[src/rtl/race_timer.sv]
// race_timer: per-car lap timer with last/best lap, lap count, race end and timeout.
// Ports: pclk, rst (sync, active low), start, stop, lap_finished, checkpoints_passed,
// current/last/best_lap_time, lap_count, race_done, max_time_exceeded.
// Define RACE_TIMER_DELTA_EN to add lap_delta (signed lap minus previous best).
module race_timer #(
  parameter int CHANNELS = 2,
  parameter int TIME_W   = 16,
  parameter int TICK_DIV = 650000,
  parameter int MAX_TIME = 59999,
  parameter int LAP_W    = 4,
  parameter int LAPS     = 3
) (
  input  logic                         pclk,
  input  logic                         rst,
  input  logic                         start,
  input  logic                         stop,
  input  logic [CHANNELS-1:0]          lap_finished,
  input  logic [CHANNELS-1:0]          checkpoints_passed,
  output logic [CHANNELS*TIME_W-1:0]   current_lap_time,
  output logic [CHANNELS*TIME_W-1:0]   last_lap_time,
  output logic [CHANNELS*TIME_W-1:0]   best_lap_time,
  output logic [CHANNELS*LAP_W-1:0]    lap_count,
  output logic [CHANNELS-1:0]          race_done,
  output logic [CHANNELS-1:0]          max_time_exceeded
`ifdef RACE_TIMER_DELTA_EN
  ,
  output logic [CHANNELS*(TIME_W+1)-1:0] lap_delta
`endif
);

  localparam int PW = (TICK_DIV > 1) ? $clog2(TICK_DIV) : 1;
  localparam logic [PW-1:0]     PRE_MAX = PW'(TICK_DIV - 1);
  localparam logic [TIME_W-1:0] TMAX    = TIME_W'(MAX_TIME);
  localparam logic [LAP_W-1:0]  NLAPS   = LAP_W'(LAPS);

  typedef enum logic [1:0] {
    G_IDLE,
    G_RUN,
    G_PAUSE
  } g_state_t;

  typedef enum logic [1:0] {
    CH_ACTIVE,
    CH_DONE,
    CH_TIMEOUT
  } ch_state_t;

  g_state_t      g_state;
  g_state_t      g_next;
  logic          start_q;
  logic          start_rise;
  logic          run;
  logic [PW-1:0] presc;
  logic          tick;

  assign start_rise = start & ~start_q;

  always_ff @(posedge pclk) begin
    if (!rst) g_state <= G_IDLE;
    else      g_state <= g_next;
  end

  always_comb begin
    g_next = g_state;
    unique case (g_state)
      G_IDLE:  if (start_rise) g_next = G_RUN;
      G_RUN:   if (!start) g_next = G_IDLE;
               else if (stop) g_next = G_PAUSE;
      G_PAUSE: if (!start) g_next = G_IDLE;
               else if (!stop) g_next = G_RUN;
      default: g_next = G_IDLE;
    endcase
  end

  always_comb begin
    run = (g_state == G_RUN);
  end

  always_ff @(posedge pclk) begin
    if (!rst) begin
      start_q <= 1'b0;
      presc   <= '0;
    end else begin
      start_q <= start;
      if (start_rise)
        presc <= '0;
      else if (run)
        presc <= (presc == PRE_MAX) ? '0 : presc + PW'(1);
    end
  end

  assign tick = run & (presc == PRE_MAX);

  for (genvar i = 0; i < CHANNELS; i++) begin : g_ch
    ch_state_t         st;
    ch_state_t         st_next;
    logic [TIME_W-1:0] cur;
    logic [TIME_W-1:0] last;
    logic [TIME_W-1:0] best;
    logic [LAP_W-1:0]  cnt;
    logic [LAP_W-1:0]  cnt_inc;
    logic              done;
    logic              mte;
    logic              active;
    logic              valid;
    logic              at_limit;

    assign active   = (st == CH_ACTIVE);
    // start must still be high: a lap coinciding with start falling is dropped
    assign valid    = active & run & start
                    & lap_finished[i] & checkpoints_passed[i];
    assign cnt_inc  = cnt + LAP_W'(1);
    assign at_limit = (cur >= TMAX - TIME_W'(1));

    always_ff @(posedge pclk) begin
      if (!rst) st <= CH_ACTIVE;
      else      st <= st_next;
    end

    always_comb begin
      st_next = st;
      if (start_rise)
        st_next = CH_ACTIVE;
      else if (active) begin
        if (valid) begin
          if (cnt_inc == NLAPS) st_next = CH_DONE;
        end else if (tick && at_limit)
          st_next = CH_TIMEOUT;
      end
    end

    always_ff @(posedge pclk) begin
      if (!rst || start_rise) begin
        cur  <= '0;
        last <= '0;
        best <= '1;
        cnt  <= '0;
        done <= 1'b0;
        mte  <= 1'b0;
      end else if (active) begin
        if (valid) begin
          // lap wins over a same-cycle tick
          last <= cur;
          if (cur < best) best <= cur;
          cur  <= '0;
          cnt  <= cnt_inc;
          if (cnt_inc == NLAPS) done <= 1'b1;
        end else if (tick) begin
          if (at_limit) begin
            cur <= TMAX;
            mte <= 1'b1;
          end else begin
            cur <= cur + TIME_W'(1);
          end
        end
      end
    end

`ifdef RACE_TIMER_DELTA_EN
    logic signed [TIME_W:0] delta;

    always_ff @(posedge pclk) begin
      if (!rst || start_rise)
        delta <= '0;
      else if (valid) begin
        // no best yet on the first lap, so report zero
        if (best == '1) delta <= '0;
        else delta <= $signed({1'b0, cur}) - $signed({1'b0, best});
      end
    end

    assign lap_delta[i*(TIME_W+1) +: TIME_W+1] = delta;
`endif

    assign current_lap_time[i*TIME_W +: TIME_W] = cur;
    assign last_lap_time[i*TIME_W +: TIME_W]    = last;
    assign best_lap_time[i*TIME_W +: TIME_W]    = best;
    assign lap_count[i*LAP_W +: LAP_W]          = cnt;
    assign race_done[i]                         = done;
    assign max_time_exceeded[i]                 = mte;
  end

endmodule

[config.mk]
export PLATFORM = sky130hd
export DESIGN_NAME = race_timer
export DESIGN_NICKNAME = d
export VERILOG_FILES = /design/src/rtl/race_timer.sv
export SDC_FILE = /design/constraint.sdc
export NUM_CORES = 1
export LEC_CHECK = 0
export BUFFER_PORTS_ARGS = -buffer_cell sky130_fd_sc_hd__clkbuf_2
export CORE_ASPECT_RATIO = 1.4
export CORE_MARGIN = 3
export CORE_UTILIZATION = 56
export DETAILED_ROUTE_END_ITERATION = 16
export PLACE_DENSITY = 0.8
export SYNTH_ARGS = -nofsm -noshare
export SYNTH_HDL_FRONTEND = slang
export SYNTH_SLANG_ARGS = --single-unit
[constraint.sdc]
create_clock -name pclk -period 2.9 [get_ports pclk]
set_input_delay 0.58 -clock pclk [delete_from_list [all_inputs] [get_ports pclk]]
set_output_delay 0.58 -clock pclk [all_outputs]
set_load 0.02 [all_outputs]
==> qor.yml, run 1 <==
dpl-instance-area_um2: 7330
grt_max_degree: 61
track_usage_pct: 25.8
syn-cell-area_um2: 6560
dieArea_um2: 13100
synth_fp_nets: 841
path_max_fanout: 17
drt-initial-drc-count: 341
fp.dieW_um: 97.4
antenna_found_initial: 0
cap_violations: 0
hp-class: "input port to flop"
start_util_pct: 57.5
io_buffers: 115
ys_ff_latch: 135
min_path_cells: 2
synth_flop_cell: "dfxtp_1"
numCtsBuffers: 17
ff2ff_path_depth: 7
crit_chain: "inv_1 -> ha_1 -> nand4_1 -> a21oi_1 -> or2_1 -> buf_4 -> o211ai_1"
gp_congestion: 0.908
fin_hold_ws_ns: 0.448
power_mw: 4.15
critPathLaunchType: "flop"
critPathTopFamily: "compound AO/OA/AOI/OAI gates"
cts_setup_buffers: 0
drv_slew: 0
mostFrequentLayoutCells: "dfxtp_1 (135), clkbuf_2 (115), nand2_1 (103)"
cts_resized: 0
die_h_um: 134
slowest_stage: "a21oi_1"
cts_hold_buf: 0
drc_errors: 0
ys_async_sr_fraction_pct: 0
timing.final.ws_setup_ns: 0.280
hold_violations: 0
clk_latency_ns: 0.42
wl_mm: 17.1
hpwl_mm: 12.2
ant_nets: 0
finalCritPeriodShare_pct: 90.4
post-place-ws_ns: 0.400
cts.sinks: 135
rsz0062_at_grt: "no"
crit_required_ns: 3.19
antenna_cells: 0
synth_warnings: 0
final_common_cell: "dfxtp_1"
min_period_ns: 2.62
synth_edf_count: 0
synth_seq_area_share_pct: 41.2
peakVddDrop_uv: 376
max_freq_mhz: 382
drtPass1Iterations: 5
avgRoutedWirePerCell_um: 16.0
synthesis.instances: 794
yosysUniqueCellTypes: 63
vias: 6151
arrival_ns: 2.91
slew_headroom_pct: 21.5
post-place-cells: 1035
cts_root_buf: "clkbuf_16"
io_pins: 116
setup_viol_count_final: 0
path_buf_inv: 2
setup_tns_ns: 0
clock_path_buffers: 2
grt_pass1_wl_mm: 27.7
worst_path_largest_cell_delay_ns: 0.94
fin_skew_ns: 0.0124
worst_pin_slew_ns: 1.18
fin_nets: 957
viasPerCell: 5.77
cts_max_level: 4
cp_num_cells: 7
fp-row-count: 46
final_cells: 1066
cts_tree: "yes"
drive_gt1_share_pct: 21.1
syn_area_per_cell_um2: 8.26
status: "finished clean"
grt_pass1_vias: 5943
p_per_area_nw_per_um2: 523
final_util_pct: 69.6
fin_area_um2: 7930
end_kind: "flop"
criticalPathCategory: "flop to flop"
p_leak_nw: 3.57
clk_pin_slew_ns: 0.06
overflow: 0
core-area_um2: 11400
area_growth_pct: 20.9
==> cell families after synthesis <==
group | share of synthesized area, %
fa+ha+maj | 7.44
buf+inv | 6.34
flops | 41.2
xor+xnor | 4.54
mux | 0.153
compound gates | 18.3
simple gates | 22.0
==> power breakdown <==
| group | leakage [nW] | internal, mW | switching (mW) | total (mW) |
|---|---|---|---|---|
| Combinational | 2.19 | 0.0340 | 0.0805 | 0.115 |
| Clock | 0.285 | 1.37 | 0.795 | 2.16 |
| Sequential | 1.09 | 1.86 | 0.00612 | 1.87 |
| Total | 3.57 | 3.26 | 0.882 | 4.15 |
==> flip-flops by register name, summed over array words and instances (netlist names) <==
signal and cells:
g_ch.best 32, g_ch.cnt 8, g_ch.cur 32, g_ch.done 2
g_ch.last 32, g_ch.mte 2, g_ch.st 4, g_state 2
presc 20, start_q 1
==> final timing paths <==
check | end | slack (ns) | start
worst min register to register | g_ch[0].last[3] | 0.45 | g_ch[0].last[3]
worst min-delay path | g_state[1] | 0.45 | stop
worst max register to register | g_ch[1].best[6] | 0.28 | g_ch[1].best[15]
worst max-delay path | g_ch[1].best[6] | 0.28 | g_ch[1].best[15]
==> cell usage after synthesis (2+ instances only) <==
master     count  area share, %
a21oi_1       65            5.0
buf_2          9           0.69
and4_1         9            1.2
xnor2_1       15            2.0
or3_1          3           0.29
and2_1         3           0.29
ha_1          39            7.4
nand2b_1       8           0.76
xor2_1        19            2.5
o21a_1         7           0.80
or2_2          2           0.19
and4b_1        2           0.31
clkbuf_2       2           0.15
nand4_1       14            1.3
o211ai_1      10            1.1
a31oi_1       32            3.1
o2111ai_1      2           0.27
nor2_1        77            4.4
buf_1          2           0.11
and3_1        11            1.0
a21o_1         6           0.69
nor4_1        12            1.1
nand3_1       30            2.3
buf_6          2           0.34
clkbuf_1      26            1.5
buf_4          6           0.69
or4_4          2           0.34
a22oi_1        2           0.23
o21ai_0       46            3.5
nand2_1      103            5.9
dfxtp_1      135             41
nor3_1         4           0.31
a21boi_0       2           0.23
o22ai_1        2           0.19
inv_1         50            2.9
a211oi_1       6           0.69
a311oi_1       3           0.40
==> per-layer routing <==
layer	GRT usage [%]	routed length (um)	up-vias
met5	0	0	-
met4	14.1	758	0
met3	5.57	1020	57
met2	47.1	8880	229
met1	27.3	6450	2863
li1	-	-	3002
==> worst register-to-register path: stages (launching register included) <==
cell and delay (ns):
dfxtp_1 0.38, inv_1 0.07, ha_1 0.31, nand4_1 0.17, a21oi_1 0.94, or2_1 0.35
buf_4 0.19, o211ai_1 0.09
==> final cells by class <==
type / instances / area (um^2)
clock buffers: 19 / 443
well taps: 144 / 180
fillers: 975 / 3470
repair buffers: 144 / 806
flip-flops and latches: 135 / 2700
clock inverters: 12 / 154
inverters: 50 / 188
multi-input cells: 562 / 3450
Note: power is estimated with default switching activity, not from simulation.
==> inputs of run 2 (changes only) <==
--- a/config.mk
+++ b/config.mk
@@ -10,7 +10,7 @@
 export CORE_MARGIN = 3
 export CORE_UTILIZATION = 56
 export DETAILED_ROUTE_END_ITERATION = 16
-export PLACE_DENSITY = 0.8
+export PLACE_DENSITY_LB_ADDON = 0.1
 export SYNTH_ARGS = -nofsm -noshare
 export SYNTH_HDL_FRONTEND = slang
 export SYNTH_SLANG_ARGS = --single-unit
==> run 2 against run 1 <==
Hold slack worse by 0.0076 ns. Largest power group unchanged. First-iteration DRC count is 24% lower. Fmax is 6.5% higher. Die area stayed put. Sequential power hardly changed. Sequential share of layout area hardly changed. Design area hardly changed.
==> qor.yml, run 2 (synthesis results as in run 1) <==
clk_latency_ns: 0.42  # about the same
start_util_pct: 57.5  # unchanged
clock_path_buffers: 2  # unchanged
core-area_um2: 11400  # unchanged
min_period_ns: 2.46  # -0.160 ns
p_leak_nw: 3.56  # -0.17%
final_common_cell: "dfxtp_1"
top_regs: "g_ch.best x32, g_ch.cur x32, g_ch.last x32"
area_growth_pct: 20.9  # about the same
crit_required_ns: 3.18  # about the same
clk_pin_slew_ns: 0.06  # about the same
viasPerCell: 5.83  # +1.1%
track_usage_pct: 26.6  # +0.81 points
rsz0062_at_grt: "no"
critPathLaunchType: "flop"
fin_hold_ws_ns: 0.440  # -0.00755 ns
post-place-ws_ns: 0.498  # +0.0978 ns
dieArea_um2: 13100  # unchanged
wl_mm: 17.4  # +1.8%
max_freq_mhz: 406  # +6.5%
io_buffers: 115  # unchanged
antenna_found_initial: 0  # unchanged
slew_headroom_pct: 25.4  # +3.9 points
status: "finished clean"
end_kind: "flop"
peakVddDrop_uv: 400  # +6.3%
hold_violations: 0  # unchanged
avgRoutedWirePerCell_um: 16.4  # +2.1%
ant_nets: 0  # unchanged
cts_tree: "yes"
arrival_ns: 2.74  # -0.17 ns
p_per_area_nw_per_um2: 538  # +2.8%
fin_nets: 953  # -0.42%
antenna_cells: 0  # unchanged
setup_viol_count_final: 0  # unchanged
cts_max_level: 4  # unchanged
drv_slew: 0  # unchanged
path_max_fanout: 17  # unchanged
cts.sinks: 135  # unchanged
finalCritPeriodShare_pct: 84.8  # -5.5 points
grt_pass1_wl_mm: 28.5  # +2.6%
cts_setup_buffers: 0  # unchanged
mostFrequentLayoutCells: "dfxtp_1 (135), clkbuf_2 (115), nand2_1 (103)"
fin_skew_ns: 0.00728  # -0.00509 ns
drive_gt1_share_pct: 20.8  # -0.37 points
io_pins: 116  # unchanged
power_mw: 4.26  # +2.9%
timing.final.ws_setup_ns: 0.439  # +0.160 ns
gp_congestion: 0.916  # +0.96%
criticalPathCategory: "flop to flop"
vias: 6202  # +0.83%
cts_root_buf: "clkbuf_16"
drtPass1Iterations: 5  # unchanged
final_util_pct: 69.6  # about the same
cap_violations: 0  # unchanged
fp.dieW_um: 97.4  # unchanged
grt_pass1_vias: 5979  # +0.61%
overflow: 0  # unchanged
hp-class: "input port to flop"
cts_resized: 0  # unchanged
grt_max_degree: 61  # unchanged
die_h_um: 134  # unchanged
drc_errors: 0  # unchanged
cts_hold_buf: 0  # unchanged
numCtsBuffers: 17  # unchanged
drt-initial-drc-count: 260  # -24%
setup_tns_ns: 0  # unchanged
hpwl_mm: 12.8  # +4.8%
fp-row-count: 46  # unchanged
worst_pin_slew_ns: 1.12  # -0.0579 ns
==> run 2: cell types whose count changed in the layout (fill, tap and decap cells not counted) <==
cell / change
a21boi_1: +1
bufinv_16: +1
buf_4: -4
clkinv_4: -1
clkbuf_8: +1
a21boi_2: -1
==> run 2: path summary, 6_finish.rpt <==
| path | depth (start not counted) | startpoint | slack (ns) | end |
|---|---|---|---|---|
| max | 7 | g_ch[1].cur[9] | 0.44 | g_ch[1].best[6] |
| min | 2 | stop | 0.44 | g_state[1] |
| max reg2reg | 7 | g_ch[1].cur[9] | 0.44 | g_ch[1].best[6] |
| min reg2reg | 2 | g_ch[0].last[5] | 0.45 | g_ch[0].last[5] |
==> run 2: worst max-delay path, cell delays in order (launching register included) <==
cell	delay, ns
dfxtp_1	0.42
ha_1	0.36
a21o_1	0.11
nand3_1	0.07
a21oi_1	0.86
or2_1	0.23
buf_4	0.18
o211ai_1	0.10
==> run 2: routing by layer <==
metal / vias up / GRT usage (%) / routed length [um]
met5: - / 0 / 0
met4: 0 / 12.5 / 548
met3: 50 / 6.87 / 1020
met2: 213 / 48.9 / 9290
met1: 2945 / 28.0 / 6560
li1: 2994 / - / -
==> run 2: layout make-up <==
class                   instances  area (um^2)
clock buffers                  20          457
well taps                     144          180
inverters                      50          188
clock inverters                12          175
flip-flops and latches        135         2700
repair buffers                140          776
multi-input cells             562         3450
fillers                       932         3470
==> run 2: per-stage QoR <==
stage | instances | area (um^2)
final | 1063 | 7930
after global routing | 1063 | 7930
after CTS | 1063 | 7930
after detailed placement | 1031 | 7300
after global placement | 1031 | 7300
after floorplan | 794 | 6560
==> run 2: power breakdown <==
part	internal (mW)	switching (mW)	total [mW]
Sequential	1.86	0.00599	1.87
Combinational	0.0349	0.0787	0.114
Clock	1.48	0.800	2.28
Total	3.38	0.885	4.26
